--- src/rtl/wb_stage_arb_pkg.sv ---
// Shared types for the write-back stage: source select, load size, arbiter state.
package wb_stage_arb_pkg;

  localparam int DEF_XLEN = 32;
  localparam int DEF_RA_W = 5;

  typedef enum logic [1:0] {
    WB_ALU  = 2'd0,
    WB_MEM  = 2'd1,
    WB_LINK = 2'd2,
    WB_IMM  = 2'd3
  } wb_sel_t;

  typedef enum logic [1:0] {
    LD_B = 2'd0,
    LD_H = 2'd1,
    LD_W = 2'd2,
    LD_D = 2'd3
  } ld_size_t;

  typedef enum logic [1:0] {
    ARB_IDLE  = 2'd0,
    ARB_WAIT  = 2'd1,
    ARB_FORCE = 2'd2
  } wb_arb_state_t;

endpackage

--- src/rtl/wb_stage_arb_if.sv ---
// MEM/WB entry and late-result port bundle for the write-back stage.
interface wb_stage_arb_if
  import wb_stage_arb_pkg::*;
#(
  parameter int XLEN = DEF_XLEN,
  parameter int RA_W = DEF_RA_W
);
  localparam int OFF_W = $clog2(XLEN / 8);

  // Handshakes: a transfer happens on a clock edge where valid and ready are both 1;
  // the sender holds valid and its payload stable until that edge, ready never depends on valid.
  logic             in_valid;
  logic             in_ready;
  logic [1:0]       wb_sel;
  logic             reg_write;
  logic [RA_W-1:0]  rd_addr;
  logic [XLEN-1:0]  alu_result;
  logic [XLEN-1:0]  mem_rdata;
  logic [OFF_W-1:0] byte_off;
  logic [1:0]       ld_size;
  logic             ld_unsigned;
  logic [XLEN-1:0]  pc_plus4;
  logic [XLEN-1:0]  imm;
  logic             late_valid;
  logic             late_ready;
  logic [RA_W-1:0]  late_rd;
  logic [XLEN-1:0]  late_data;

  modport master (
    output in_valid, wb_sel, reg_write, rd_addr, alu_result, mem_rdata, byte_off,
           ld_size, ld_unsigned, pc_plus4, imm, late_valid, late_rd, late_data,
    input  in_ready, late_ready
  );

  modport slave (
    input  in_valid, wb_sel, reg_write, rd_addr, alu_result, mem_rdata, byte_off,
           ld_size, ld_unsigned, pc_plus4, imm, late_valid, late_rd, late_data,
    output in_ready, late_ready
  );

endinterface

--- src/rtl/wb_load_align.sv ---
// Load data alignment: shift the raw word down to the addressed byte, then
// truncate to the access size and sign- or zero-extend.
module wb_load_align
  import wb_stage_arb_pkg::*;
#(
  parameter int XLEN  = DEF_XLEN,
  parameter int OFF_W = $clog2(XLEN / 8)
) (
  input  logic [XLEN-1:0]  mem_rdata,
  input  logic [OFF_W-1:0] byte_off,
  input  logic [1:0]       ld_size,
  input  logic             ld_unsigned,
  output logic [XLEN-1:0]  ld_data
);

  logic [XLEN-1:0] shifted;
  logic [XLEN-1:0] mask;
  logic [XLEN-1:0] msb;
  logic            sbit;

  always_comb begin
    shifted = mem_rdata >> {byte_off, 3'b000};
    mask    = '1;
    case (ld_size_t'(ld_size))
      LD_B:    mask = {XLEN{1'b1}} >> (XLEN - 8);
      LD_H:    mask = {XLEN{1'b1}} >> (XLEN - 16);
      LD_W:    mask = {XLEN{1'b1}} >> (XLEN - 32);
      default: mask = '1;
    endcase
    // The sign bit is the top bit inside the access-size mask.
    msb     = mask & ~(mask >> 1);
    sbit    = |(shifted & msb);
    ld_data = shifted & mask;
    if (!ld_unsigned && sbit) ld_data = ld_data | ~mask;
  end

endmodule

--- src/rtl/wb_stage_arb.sv ---
// Registered write-back stage arbitrating the register-file write port between the
// in-order pipe and a held late result. Optional same-cycle bypass: WB_FWD_EN.
module wb_stage_arb
  import wb_stage_arb_pkg::*;
#(
  parameter int XLEN       = DEF_XLEN,
  parameter int RA_W       = DEF_RA_W,
  parameter int STARVE_MAX = 4,
  parameter int CNT_W      = 32
) (
  input  logic                clk,
  input  logic                rst,
  wb_stage_arb_if.slave       bus,
  output logic                rf_we,
  output logic [RA_W-1:0]     rf_waddr,
  output logic [XLEN-1:0]     rf_wdata,
  output logic [CNT_W-1:0]    retired_cnt,
  output logic                fwd_valid,
  output logic [RA_W-1:0]     fwd_addr,
  output logic [XLEN-1:0]     fwd_data,
  output wb_arb_state_t       dbg_state
);

  localparam int OFF_W = $clog2(XLEN / 8);
  localparam int AGE_W = $clog2(STARVE_MAX + 1);
  localparam logic [AGE_W-1:0] AGE_LIMIT = AGE_W'(STARVE_MAX - 1);

  wb_arb_state_t   state, state_n;
  logic [AGE_W-1:0] age, age_n;

  logic            hold_valid;
  logic [RA_W-1:0] hold_rd;
  logic [XLEN-1:0] hold_data;

  logic            in_ready;
  logic            late_ready;
  logic            accept;
  logic            pwr;
  logic            capture;
  logic            drain;
  logic [XLEN-1:0] ld_data;
  logic [XLEN-1:0] src;

  assign in_ready       = !rst && (state != ARB_FORCE);
  assign late_ready     = !rst && !hold_valid;
  assign bus.in_ready   = in_ready;
  assign bus.late_ready = late_ready;

  assign accept  = bus.in_valid && in_ready;
  assign pwr     = accept && bus.reg_write && (bus.rd_addr != '0);
  assign capture = bus.late_valid && late_ready;
  // The hold entry owns the write port whenever the pipe does not write.
  assign drain   = hold_valid && !pwr;

  wb_load_align #(.XLEN(XLEN), .OFF_W(OFF_W)) u_align (
    .mem_rdata   (bus.mem_rdata),
    .byte_off    (bus.byte_off),
    .ld_size     (bus.ld_size),
    .ld_unsigned (bus.ld_unsigned),
    .ld_data     (ld_data)
  );

  always_comb begin
    src = bus.alu_result;
    case (wb_sel_t'(bus.wb_sel))
      WB_ALU:  src = bus.alu_result;
      WB_MEM:  src = ld_data;
      WB_LINK: src = bus.pc_plus4;
      WB_IMM:  src = bus.imm;
      default: src = bus.alu_result;
    endcase
  end

  always_comb begin
    state_n = state;
    age_n   = age;
    case (state)
      ARB_IDLE: begin
        if (capture) begin
          state_n = ARB_WAIT;
          age_n   = '0;
        end
      end
      ARB_WAIT: begin
        if (drain) begin
          state_n = ARB_IDLE;
          age_n   = '0;
        end else begin
          age_n = age + AGE_W'(1);
          if (age_n >= AGE_LIMIT) state_n = ARB_FORCE;
        end
      end
      ARB_FORCE: begin
        // in_ready is low here, so the hold entry is guaranteed to drain.
        state_n = ARB_IDLE;
        age_n   = '0;
      end
      default: begin
        state_n = ARB_IDLE;
        age_n   = '0;
      end
    endcase
  end

  always_ff @(posedge clk) begin
    if (rst) begin
      state <= ARB_IDLE;
      age   <= '0;
    end else begin
      state <= state_n;
      age   <= age_n;
    end
  end

  always_ff @(posedge clk) begin
    if (rst) begin
      hold_valid <= 1'b0;
      hold_rd    <= '0;
      hold_data  <= '0;
    end else if (capture) begin
      hold_valid <= 1'b1;
      hold_rd    <= bus.late_rd;
      hold_data  <= bus.late_data;
    end else if (drain) begin
      hold_valid <= 1'b0;
    end
  end

  always_ff @(posedge clk) begin
    if (rst) begin
      rf_we    <= 1'b0;
      rf_waddr <= '0;
      rf_wdata <= '0;
    end else if (pwr) begin
      rf_we    <= 1'b1;
      rf_waddr <= bus.rd_addr;
      rf_wdata <= src;
    end else if (hold_valid && (hold_rd != '0)) begin
      rf_we    <= 1'b1;
      rf_waddr <= hold_rd;
      rf_wdata <= hold_data;
    end else begin
      rf_we    <= 1'b0;
    end
  end

  always_ff @(posedge clk) begin
    if (rst) retired_cnt <= '0;
    else if (accept) retired_cnt <= retired_cnt + CNT_W'(1);
  end

`ifdef WB_FWD_EN
  assign fwd_valid = pwr;
  assign fwd_addr  = bus.rd_addr;
  assign fwd_data  = src;
`else
  assign fwd_valid = 1'b0;
  assign fwd_addr  = '0;
  assign fwd_data  = '0;
`endif

  assign dbg_state = state;

  // The upstream scoreboard never lets a pipe write race the held late result.
  a_no_waw : assert property (@(posedge clk) disable iff (rst)
    !(hold_valid && pwr && (bus.rd_addr == hold_rd)));

endmodule

--- src/flat_wrapper.sv ---
// flat-port wrapper written by rule: the top's interface ports become plain ports
module wb_stage_arb_flat import wb_stage_arb_pkg::*;
#(
  parameter int XLEN       = DEF_XLEN,
  parameter int RA_W       = DEF_RA_W,
  parameter int STARVE_MAX = 4,
  parameter int CNT_W      = 32
)
  (clk, rst, rf_we, rf_waddr, rf_wdata, retired_cnt, fwd_valid, fwd_addr, fwd_data, dbg_state, bus_in_valid, bus_wb_sel, bus_reg_write, bus_rd_addr, bus_alu_result, bus_mem_rdata, bus_byte_off, bus_ld_size, bus_ld_unsigned, bus_pc_plus4, bus_imm, bus_late_valid, bus_late_rd, bus_late_data, bus_in_ready, bus_late_ready);
  wb_stage_arb_if #(.XLEN(XLEN), .RA_W(RA_W)) bus_i ();
  input  logic clk;
  input  logic rst;
  output logic rf_we;
  output logic [RA_W-1:0] rf_waddr;
  output logic [XLEN-1:0] rf_wdata;
  output logic [CNT_W-1:0] retired_cnt;
  output logic fwd_valid;
  output logic [RA_W-1:0] fwd_addr;
  output logic [XLEN-1:0] fwd_data;
  output wb_arb_state_t dbg_state;
  input wire logic [$bits(bus_i.in_valid)-1:0] bus_in_valid;
  input wire logic [$bits(bus_i.wb_sel)-1:0] bus_wb_sel;
  input wire logic [$bits(bus_i.reg_write)-1:0] bus_reg_write;
  input wire logic [$bits(bus_i.rd_addr)-1:0] bus_rd_addr;
  input wire logic [$bits(bus_i.alu_result)-1:0] bus_alu_result;
  input wire logic [$bits(bus_i.mem_rdata)-1:0] bus_mem_rdata;
  input wire logic [$bits(bus_i.byte_off)-1:0] bus_byte_off;
  input wire logic [$bits(bus_i.ld_size)-1:0] bus_ld_size;
  input wire logic [$bits(bus_i.ld_unsigned)-1:0] bus_ld_unsigned;
  input wire logic [$bits(bus_i.pc_plus4)-1:0] bus_pc_plus4;
  input wire logic [$bits(bus_i.imm)-1:0] bus_imm;
  input wire logic [$bits(bus_i.late_valid)-1:0] bus_late_valid;
  input wire logic [$bits(bus_i.late_rd)-1:0] bus_late_rd;
  input wire logic [$bits(bus_i.late_data)-1:0] bus_late_data;
  output wire logic [$bits(bus_i.in_ready)-1:0] bus_in_ready;
  output wire logic [$bits(bus_i.late_ready)-1:0] bus_late_ready;
  assign bus_i.in_valid = bus_in_valid;
  assign bus_i.wb_sel = bus_wb_sel;
  assign bus_i.reg_write = bus_reg_write;
  assign bus_i.rd_addr = bus_rd_addr;
  assign bus_i.alu_result = bus_alu_result;
  assign bus_i.mem_rdata = bus_mem_rdata;
  assign bus_i.byte_off = bus_byte_off;
  assign bus_i.ld_size = bus_ld_size;
  assign bus_i.ld_unsigned = bus_ld_unsigned;
  assign bus_i.pc_plus4 = bus_pc_plus4;
  assign bus_i.imm = bus_imm;
  assign bus_i.late_valid = bus_late_valid;
  assign bus_i.late_rd = bus_late_rd;
  assign bus_i.late_data = bus_late_data;
  assign bus_in_ready = bus_i.in_ready;
  assign bus_late_ready = bus_i.late_ready;
  wb_stage_arb #(.XLEN(XLEN), .RA_W(RA_W), .STARVE_MAX(STARVE_MAX), .CNT_W(CNT_W)) u_core (.clk(clk), .rst(rst), .bus(bus_i), .rf_we(rf_we), .rf_waddr(rf_waddr), .rf_wdata(rf_wdata), .retired_cnt(retired_cnt), .fwd_valid(fwd_valid), .fwd_addr(fwd_addr), .fwd_data(fwd_data), .dbg_state(dbg_state));
endmodule
--- config.mk ---
export PLATFORM = sky130hd
export DESIGN_NAME = wb_stage_arb_flat
export DESIGN_NICKNAME = d
export VERILOG_FILES = /design/src/rtl/wb_stage_arb_pkg.sv /design/src/rtl/wb_stage_arb_if.sv /design/src/rtl/wb_load_align.sv /design/src/rtl/wb_stage_arb.sv /design/src/flat_wrapper.sv
export SDC_FILE = /design/constraint.sdc
export NUM_CORES = 1
export LEC_CHECK = 0
export CAP_MARGIN = 15
export CORE_MARGIN = 4
export CORE_UTILIZATION = 42
export CTS_CLUSTER_DIAMETER = 30
export DETAILED_ROUTE_END_ITERATION = 8
export PLACE_DENSITY = 0.81
export REMOVE_ABC_BUFFERS = 1
export SLEW_MARGIN = 20
export SYNTH_ARGS = -nofsm -noshare
export SYNTH_HDL_FRONTEND = slang
export SYNTH_SLANG_ARGS = --single-unit
--- constraint.sdc ---
create_clock -name clk -period 2.5 [get_ports clk]
set_input_delay 0.375 -clock clk [delete_from_list [all_inputs] [get_ports clk]]
set_output_delay 0.375 -clock clk [all_outputs]
set_load 0.05 [all_outputs]
After elaboration in Yosys (flattened, before gate mapping)
Index checks and enable logic that the tools add are counted.
- add/sub/neg operators: 2
- muxes and demuxes: 18
- equal/unequal tests: 8
- magnitude comparators: 1
- reduce and logical (&&, ||, !) cells: 22
- bitwise operators: 6
- shifts and indexed selects: 1
- operators by type and width (cell ; number):
    $pmux W32 S4 ; 1
    $and A32 B32 Y32 ; 3
    $mux W32 ; 3
    $pmux W32 S2 ; 1
    $add A32 B1 Y32 const B ; 1
    $not A31 Y32 ; 1
    $not A32 Y32 ; 1
    $or A32 B32 Y32 ; 1
    $reduce_or A32 Y1 ; 1
    $shr A32 B5 Y32 ; 1
    $mux W5 ; 2
    $reduce_bool A5 Y1 ; 2
    $logic_and A1 B1 Y1 ; 9
    $eq A2 B1 Y1 const B ; 3
    $logic_not A2 Y1 ; 3
    $mux W2 ; 3
    $mux W3 ; 2
    $pmux W3 S2 ; 1
    $eq A2 B2 Y1 const B ; 2
    $logic_not A1 Y1 ; 4
    $mux W1 ; 4
    $pmux W2 S2 ; 1
    $reduce_bool A2 Y1 ; 2
    $add A3 B1 Y3 const B ; 1
    5 further kinds ; 5
- flip-flop bits (word level): 113
- input port bits: 182
- word-level logic and storage cells: 67

Logic depth before layout (Yosys ltp)
Gate-level depths: netlist of the first run.
- depth after elaboration: 10
- mapped depth: 8

Cells and area by module
Synthesis of the first run repeated with hierarchy kept, for this count alone.
- cell total of the unflattened synthesis: 744
- area, all modules: 6742.7 um2
- by module, submodules not included (module ; instances ; cells an instance ; area an instance (um2)):
    wb_stage_arb ; 1 ; 623 ; 5919.4
    wb_load_align ; 1 ; 121 ; 823.3

Worst setup path before layout of the first run
No wires, ideal clock.
- kind: reg-to-reg
- start: register u_core.retired_cnt[0]
- end: register u_core.retired_cnt[30]
- arrival time: 2141 ps
- buffers on the path: 0
- setup time: 70 ps
- stages on the path, launching flop included: 7
- slack: 288 ps
- path through: dfxtp_1 ha_1 nand3_1 nor4b_4 nand2_2 or4_1 a21oi_1
- longest elaborated chain between the ends: 1
- ends and longest elaborated chain (item ; RTL line ; text):
    start: declaration ; wb_stage_arb.sv:17 ; output logic [CNT_W-1:0] retired_cnt,
    start signal: assignment ; wb_stage_arb.sv:149 ; else if (accept) retired_cnt <= retired_cnt + CNT_W'(1);
    $add A32 B1 Y32 ; wb_stage_arb.sv:149 ;
Every way passes these cells.
A chain may end at the register's enable or synchronous reset.

Final worst setup path of the first run
- start: register u_core.state[1], in the netlist u_core.dbg_state[1]
- end: output port bus_in_ready
- longest elaborated chain between the ends: 2
- ends and longest elaborated chain (item ; RTL line ; text):
    start: declaration ; wb_stage_arb.sv:28 ; wb_arb_state_t state, state_n;
    start signal: assignment ; wb_stage_arb.sv:110 ; state <= state_n;
    $ne A2 B2 Y1 ; wb_stage_arb.sv:44 ; assign in_ready = !rst && (state != ARB_FORCE);
    $logic_and A1 B1 Y1 ; wb_stage_arb.sv:44 ;
    end: declaration ; flat_wrapper.sv:35 ; output wire logic [$bits(bus_i.in_ready)-1:0] bus_in_ready;
Every way passes these cells.

==> qor.yml, run 1 <==
cts:
  htree_levels: 4
  cts_root_buf: "clkbuf_16"
  hold_buffers: 0
  clock_sinks: 113
  cts-buffers-inserted: 17
  clkTransAtPathRegs_ns: 0.05
  cts.path.max_buffers: 2
  clkLatencyLatePin_ns: 0.41
  cts_tree: "done"
  ctsResizeCount: 1
  post_cts_buffers: 0
synthesis:
  avgSynthCellArea_um2: 8.729
  yosys_warnings: 0
  synthFlopType: "dfxtp_1"
  syn_area_mm2: 0.006267
  synth_edf_count: 0
  synthArstFlopShare_pct: 0
  ys_seq_area_share_pct: 36.10
  ys_seq_elements: 113
  synth_cells: 718
  synth_cell_types: 56
routing:
  drtPass1Iterations: 9
  vias: 6381
  drt_iter0_markers: 509
  drc: 0
  wl_per_cell_um: 19.23
  drt_wl_total_mm: 22.54
  ant_nets: 0
  avgViaCountPerCell: 5.445
outcome:
  run_status: "complete, no violations"
worst_setup_path:
  crit_path_end_kind: "primary output"
  crit_path_max_fanout: 8
  required_ns: 2.12
  rr_worst_depth: 5
  critPathKind: "register to primary output"
  start_kind: "register"
  cp_data_arrival_time_ns: 2.00
placement:
  portBuffers: 255
  place_congestion: 0.9518
  post-place-ws_ns: 0.1598
  hpwl_mm: 17.25
grt:
  gr-usage-all-layers_pct: 25.63
  overflow: 0
  grt_start_max_net_pins: 42
  antenna_found_initial: 0
  grt_pass1_wl_mm: 33.55
  first_global_vias: 6237
worst_hold_path:
  worstHoldPathType: "input port to register"
  hold_depth: 2
floorplan:
  rows: 44
  die_y_um: 130.2
  core_mm2: 0.01459
  start_util_pct: 42.96
  io_pins: 294
  die-area_mm2: 0.01694
  dieWidth_um: 130.2
sta:
  final.setup_skew_ns: 0.008969
  whs_ns: 0.2923
  fin_crit_sh_pct: 95.08
  hold_viol: 0
  fin_ws_ns: 0.1231
  finalSetupViolCount: 0
  slew_headroom_pct: 60.61
  setup_tns_ns: 0
  period_needed_ns: 2.377
  slew_viol_final: 0
  tightest_slew_ns: 0.5890
  grt_setup_unrepaired: "no"
  max_freq_ghz: 0.4207
final_layout:
  final_common_cell: "clkdlybuf4s50_1"
  syn2layout_area_growth_pct: 53.66
  fin_nets: 1160
  drive_above_1_share_pct: 11.94
  n_antenna_cell: 0
  layout_common_cells: "252 x clkdlybuf4s50_1, 116 x nand2_1, 113 x dfxtp_1"
  fillCellCount: 1202
  ff_latch_area_mm2: 0.002262
  multiInputGateArea_mm2: 0.003620
power:
  p_per_area_mw_per_mm2: 612.2
  total_power_mw: 5.895
  p_leak_nw: 3.726
  peakVddDrop_v: 0.0004943
job:
  timing.max_cap.violations: 0
==> metrics by stage <==
step                      std cells  instance area [um^2]  util (%)
final                          1172                  9630     66.01
after global placement         1140                  8974     61.51
after CTS                      1172                  9630     66.01
after global routing           1172                  9630     66.01
after floorplan                 667                  5893         -
after detailed placement       1140                  8974     61.51
==> per-layer routing <==
layer	global-route usage (%)	vias to the layer above	part of all wire (%)
met5	0	-	0
met4	9.413	0	2.9
met3	6.222	39	8.6
met2	43.03	287	48
met1	31.95	3030	40
li1	-	3025	-
==> cell usage after synthesis, types with 10 or more instances <==
library cell | n | share of area [%]
nor2_1 | 54 | 3.2
nand2_1 | 116 | 6.9
a21oi_1 | 17 | 1.4
o21ai_0 | 63 | 5.0
a221oi_1 | 25 | 3.5
nand2b_1 | 10 | 1.0
dfxtp_1 | 113 | 36
nand4_1 | 12 | 1.2
nand3_1 | 11 | 0.88
mux2_2 | 25 | 4.5
xor2_1 | 26 | 3.6
buf_4 | 41 | 4.9
clkbuf_1 | 27 | 1.6
mux2i_1 | 53 | 8.5
buf_2 | 17 | 1.4
==> power breakdown <==
part / switching, mW / leakage [nW] / internal, mW
Sequential: 0.0652 / 0.923 / 1.90
Combinational: 0.692 / 2.49 / 0.564
Clock: 0.832 / 0.316 / 1.84
Total: 1.59 / 3.73 / 4.31
==> critical path, stage by stage, from the launching register on <==
cell	delay (ns)
dfxtp_1	0.36
nor2b_2	0.44
nor2_1	0.08
clkdlybuf4s50_1	0.72
==> kinds of logic after synthesis <==
| group | count (synthesis) | share of synthesized area (%) |
|---|---|---|
| xor gates and xnor gates | 32 | 4.472 |
| buffers and inverters | 93 | 8.485 |
| adders and majority gates | 3 | 0.5990 |
| AOI/OAI and AO/OA | 148 | 15.85 |
| DFF | 113 | 36.10 |
| other | 1 | 0.05983 |
| muxes | 87 | 16.19 |
| and+or+nand+nor | 241 | 18.25 |
==> sequential cells by signal (all words and copies together), names as in the netlist <==
| signal | cells |
|---|---|
| u_core.rf_we | 1 |
| u_core.hold_data | 32 |
| u_core.age | 3 |
| u_core.rf_wdata | 32 |
| u_core.dbg_state | 2 |
| u_core.hold_valid | 1 |
| u_core.retired_cnt | 32 |
| u_core.hold_rd | 5 |
| u_core.rf_waddr | 5 |
==> final timing paths <==
path / slack (ns) / to / from
worst max-delay path: 0.12 / bus_in_ready / u_core.dbg_state[1]$_SDFFE_PP0P_
worst max register to register: 0.43 / u_core.retired_cnt[31]$_SDFFE_PP0N_ / u_core.retired_cnt[3]$_SDFFE_PP0N_
worst min register to register: 0.45 / u_core.hold_data[20]$_SDFFE_PP0P_ / u_core.hold_data[20]$_SDFFE_PP0P_
worst min-delay path: 0.29 / u_core.retired_cnt[2]$_SDFFE_PP0N_ / rst
==> area by class of cell <==
class,count,share of cell area [%]
repair buffers,289,29.54
flip-flops and latches,113,23.49
inverters,5,0.1949
clock inverters,10,1.871
clock buffers,22,4.924
multi-input cells,549,37.59
well taps,184,2.391
Power figures use the tool's default switching activity.
==> inputs of run 2 (changes only) <==
--- a/config.mk
+++ b/config.mk
@@ -10,7 +10,7 @@
 export CORE_UTILIZATION = 42
 export CTS_CLUSTER_DIAMETER = 30
 export DETAILED_ROUTE_END_ITERATION = 8
-export PLACE_DENSITY = 0.81
+export PLACE_DENSITY = 0.92
 export REMOVE_ABC_BUFFERS = 1
 export SLEW_MARGIN = 20
 export SYNTH_ARGS = -nofsm -noshare
==> run 2 against run 1 <==
Effect of this change:
- via count up 1.3%
- largest cell class unchanged
- register-to-register slack worse by 0.03 ns
- total power decreased by 3.2%
- fmax shrank 1.4%
- utilization is 0.36 points lower
- non-clock buffer count increased by 5
- final cell count grew 0.34%
- sequential power about the same
- largest power group unchanged
- sequential share of layout area rose by 0.13 points
- clock power decreased by 7%
- highest routed layer unchanged
- worst hold slack improved by 0.030 ns
==> qor.yml, run 2 (synthesis gave the netlist of run 1 again) <==
cts:
  clock_sinks: 113  # unchanged
  clkTransAtPathRegs_ns: 0.05  # about the same
  htree_levels: 4  # unchanged
  clkLatencyLatePin_ns: 0.41  # about the same
  ctsResizeCount: 1  # unchanged
  post_cts_buffers: 0  # unchanged
  hold_buffers: 0  # unchanged
  cts-buffers-inserted: 17  # unchanged
  cts.path.max_buffers: 2  # unchanged
  cts_root_buf: "clkbuf_16"
  cts_tree: "done"
worst_setup_path:
  required_ns: 2.12  # about the same
  cp_data_arrival_time_ns: 2.03  # +0.03 ns
  critPathKind: "register to primary output"
  rr_worst_depth: 5  # unchanged
  crit_path_end_kind: "primary output"
  start_kind: "register"
  crit_path_max_fanout: 8  # unchanged
power:
  comb_power_share_pct: 22.1  # +0.8 points
  p_switching_mw: 1.578  # -0.69%
  p_int_mw: 4.128  # -4.2%
  clock_power_share_pct: 43.4  # -2.0 points
  peakVddDrop_v: 0.0004772  # -3.5%
  pwr-share-seq_pct: 34.5  # +1.2 points
  p_leak_nw: 3.713  # -0.35%
  swShare_pct: 27.65  # +0.70 points
  p_per_area_mw_per_mm2: 595.7  # -2.7%
  total_power_mw: 5.706  # -3.2%
floorplan:
  rows: 44  # unchanged
  io_pins: 294  # unchanged
  dieWidth_um: 130.2  # unchanged
  start_util_pct: 42.96  # unchanged
  core_mm2: 0.01459  # unchanged
  die_y_um: 130.2  # unchanged
  die-area_mm2: 0.01694  # unchanged
routing:
  avgViaCountPerCell: 5.495  # +0.92%
  drt_iter0_markers: 456  # -10%
  ant_nets: 0  # unchanged
  drc: 0  # unchanged
  vias: 6462  # +1.3%
  drt_wl_total_mm: 23.00  # +2.0%
  drtPass1Iterations: 7  # -2
  wl_per_cell_um: 19.55  # +1.7%
sta:
  fin_crit_sh_pct: 96.39  # +1.3 points
  period_needed_ns: 2.410  # +0.03277 ns
  final.setup_skew_ns: 0.009970  # +0.001001 ns
  hold_viol: 0  # unchanged
  tightest_slew_ns: 0.6575  # +0.06852 ns
  fin_ws_ns: 0.09029  # -0.03277 ns
  grt_setup_unrepaired: "no"
  finalSetupViolCount: 0  # unchanged
  slew_viol_final: 0  # unchanged
  slew_headroom_pct: 56.16  # -4.4 points
  max_freq_ghz: 0.4150  # -1.4%
grt:
  gr-usage-all-layers_pct: 26.63  # +1.0 points
  grt_pass1_wl_mm: 34.80  # +3.7%
  overflow: 0  # unchanged
  first_global_vias: 6445  # +3.3%
  antenna_found_initial: 0  # unchanged
  grt_start_max_net_pins: 48  # +14%
job:
  timing.max_cap.violations: 0  # unchanged
final_layout:
  ff_latch_area_mm2: 0.002262  # unchanged
  syn2layout_area_growth_pct: 52.82
  fin_nets: 1165  # +0.43%
  drive_above_1_share_pct: 11.90  # -0.048 points
  final_common_cell: "clkdlybuf4s50_1"
  multiInputGateArea_mm2: 0.003620  # unchanged
  fillCellCount: 1104  # -8.2%
  n_antenna_cell: 0  # unchanged
  top_regs: "u_core.hold_data: 32 flops, u_core.retired_cnt: 32 flops, u_core.rf_wdata: 32 flops"
  layout_common_cells: "253 x clkdlybuf4s50_1, 116 x nand2_1, 113 x dfxtp_1"
outcome:
  run_status: "complete, no violations"
placement:
  post-place-ws_ns: 0.1560  # -0.003735 ns
  portBuffers: 255  # unchanged
  hpwl_mm: 17.65  # +2.3%
  place_congestion: 0.9344  # -1.8%
worst_hold_path:
  hold_depth: 2  # unchanged
  worstHoldPathType: "input port to register"
## run 2: cell types whose count changed in the layout (fill, tap and decap cells not counted), sizes merged
cell,before,now
buf,37,41
bufinv,5,3
clkbuf,22,26
clkdlybuf4s50,252,253
clkinv,3,2
clkinvlp,2,0
## run 2: cell type report
cell class	instances	area share, %
well taps	184	2.404
flip-flops and latches	113	23.62
inverters	5	0.1960
multi-input cells	549	37.79
clock inverters	5	1.045
clock buffers	26	5.212
repair buffers	294	29.73
## run 2: power by group through the flow
stage          Sequential, mW  Combinational, mW  Clock [mW]
2_1_floorplan            2.15              0.476           0
3_3_place_gp             2.00               1.23           0
3_5_place_dp             2.00               1.24           0
4_1_cts                  1.97               1.25        2.50
5_1_grt                  1.98               1.33        2.59
6_report                 1.97               1.26        2.48
## run 2: final timing paths
kind                            slack, ns                                  end                         startpoint
worst max-delay path                 0.09                         bus_in_ready   u_core.dbg_state[1]$_SDFFE_PP0P_
worst min-delay path                 0.32  u_core.retired_cnt[23]$_SDFFE_PP0N_                                rst
worst max register to register       0.40     u_core.rf_wdata[11]$_SDFFE_PP0P_     u_core.hold_rd[0]$_SDFFE_PP0P_
worst min register to register       0.46    u_core.hold_data[23]$_SDFFE_PP0P_  u_core.hold_data[23]$_SDFFE_PP0P_
## run 2: stage by stage
stage	std cells	hold WS [ns]	TNS, ns	instance area, um^2	util (%)
after global placement	1145	0.4432	0	8976	61.53
after CTS	1176	0.3088	0	9578	65.65
after global routing	1176	0.3176	0	9578	65.65
after floorplan	667	0.4325	-90.85	5893	-
final	1176	0.3220	0	9578	65.65
after detailed placement	1145	0.4471	0	8976	61.53
## run 2: worst max-delay path, cell delays in order, from the launching register on
cell	delay, ns
dfxtp_1	0.36
nor2b_2	0.44
nor2_1	0.10
clkdlybuf4s50_1	0.72
## run 2: layer usage
metal	part of all wire [%]	up-vias	track usage (%)
met5	0	-	0
met2	49	331	45.59
li1	-	3031	-
met3	8.6	54	7.245
met4	2.9	0	9.291
met1	40	3046	32.17
==> inputs of run 3 (changes only) <==
--- a/config.mk
+++ b/config.mk
@@ -8,10 +8,10 @@
 export CAP_MARGIN = 15
 export CORE_MARGIN = 4
 export CORE_UTILIZATION = 42
-export CTS_CLUSTER_DIAMETER = 30
 export DETAILED_ROUTE_END_ITERATION = 8
 export PLACE_DENSITY = 0.92
 export REMOVE_ABC_BUFFERS = 1
+export SKIP_CTS_REPAIR_TIMING = 1
 export SLEW_MARGIN = 20
 export SYNTH_ARGS = -nofsm -noshare
 export SYNTH_HDL_FRONTEND = slang
==> results of run 3 <==
Final layout, timing and power as in run 2 (identical DEF).
==> edit (settings of run 1) <==
The package constant `DEF_RA_W` goes from 5 to 4.
--- a/src/rtl/wb_stage_arb_pkg.sv
+++ b/src/rtl/wb_stage_arb_pkg.sv
@@ -4,3 +4,3 @@
   localparam int DEF_XLEN = 32;
-  localparam int DEF_RA_W = 5;
+  localparam int DEF_RA_W = 4;
 
Interface: changed (resized bus_late_rd, bus_rd_addr, fwd_addr and rf_waddr); port bits go from 294 to 290. No check against the original RTL was run, so the function may have changed too.
==> edit against run 1 <==
  * Core utilization down 3.6 points
  * Cell area down 1.9%
  * Sequential cell count down 2
  * Worst setup slack better by 0.26 ns
  * Wire length up 2.7%
  * Non-clock buffer count down 1
  * Die area up 3.3%
  * Total power down 19%
  * Sequential share of layout area about the same
  * Clock power down 43%
  * Area after synthesis up 3.6%
  * Largest cell class unchanged
==> edit: results (changes against run 1) <==
outcome=complete, no violations; mux share of post-synthesis cell area=0.0997 (-0.0622); Post-CTS Resized=0 (-1); DP Wirelength=17700 um (+2.8%); R2R Path Start=u_core.retired_cnt[13]; GR Layer Usage met1=0.313 (-0.00662); Leakage=3.65 nW (-2.0%); clk_lat worst skew=0.36 ns (-0.05 ns); Finished Layout Cells=1239 (+5.7%); Post-Synth XOR/XNOR Area=0.0418 (-0.00288); fraction of area in multi-input gates=0.404 (+0.0279); Seq/total area=0.235 (about the same); Sw Share=0.318 (+0.0490); RePlAce Congestion=0.907 (-4.7%); post-synthesis adder-cell area fraction=0.00578 (-0.000206); routing usage on met2=0.430 (about the same); first-pass detailed-route iteration total=5 (-4); Crit Path Max Fanout=12 (+4); first-pass GRT wire length=35400 um (+5.6%); H-tree lvl count=3 (-1); fill count=1316 (+9.5%); arrival time worst endpoint=2.37 ns (+0.37 ns); Hold Crit Class=reg -> reg; inverters=12 (+7); Synth cell types=65 (+16%); WL/cell=18.7 um (-2.8%); Layout clock buffers=11 (-50%); comb_multi_in=624 (+14%); hold_sp=u_core.hold_data[23]; Num CTS Buffers=9 (-8); GRT Total Usage=0.253 (-0.00377); Int Pwr=3.27 mW (-24%); GR Layer Usage met3=0.0519 (-0.0103); Port Buffers=252 (-1.2%); Seq pwr share=0.405 (+0.072); WL met2=11200 um (+2.7%); Worst path max stage delay=0.55 ns (-0.17 ns); DR vias=6811 (+6.7%); peak supply drop=0.331 mV (-33%); synthesized area per cell=8.05 um^2 (-7.8%); sequential share of the synthesized area=0.342 (-0.0186); number of synthesized register bits=111 (-1.8%); Signal buf overhead=0.299 (+0.00347); Compound-Gate Fraction of Synth Area=0.193 (+0.0349); Non-clk bufs=288 (-0.35%); largest net degree at the start of global routing=78 (+86%)
## edit: changes by cell type in the layout (fill, tap and decap cells not counted), moves of 8 or more
cell | before | now
nand2b_1 | 10 | 43
inv_1 | 3 | 11
a222oi_1 | 8 | 0
a21oi_1 | 17 | 25
nor2_1 | 54 | 77
a221oi_1 | 25 | 8
a211oi_1 | 2 | 10
clkbuf_16 | 17 | 9
o21ai_1 | 0 | 23
o21ai_0 | 63 | 89
mux2i_1 | 53 | 41
mux2_2 | 25 | 1
o221ai_1 | 9 | 0
## edit: per-stage QoR
step	hold slack (ns)	utilization	worst slack (ns)	TNS, ns	cell area (um^2)
2_1_floorplan	0.440	-	-2.23	-97.00	6070
3_3_place_gp	0.459	0.604	0.120	0	9140
3_5_place_dp	0.465	0.604	0.0511	0	9140
4_1_cts	0.477	0.624	0.399	0	9450
5_1_grt	0.498	0.624	0.311	0	9450
6_report	0.475	0.624	0.384	0	9450
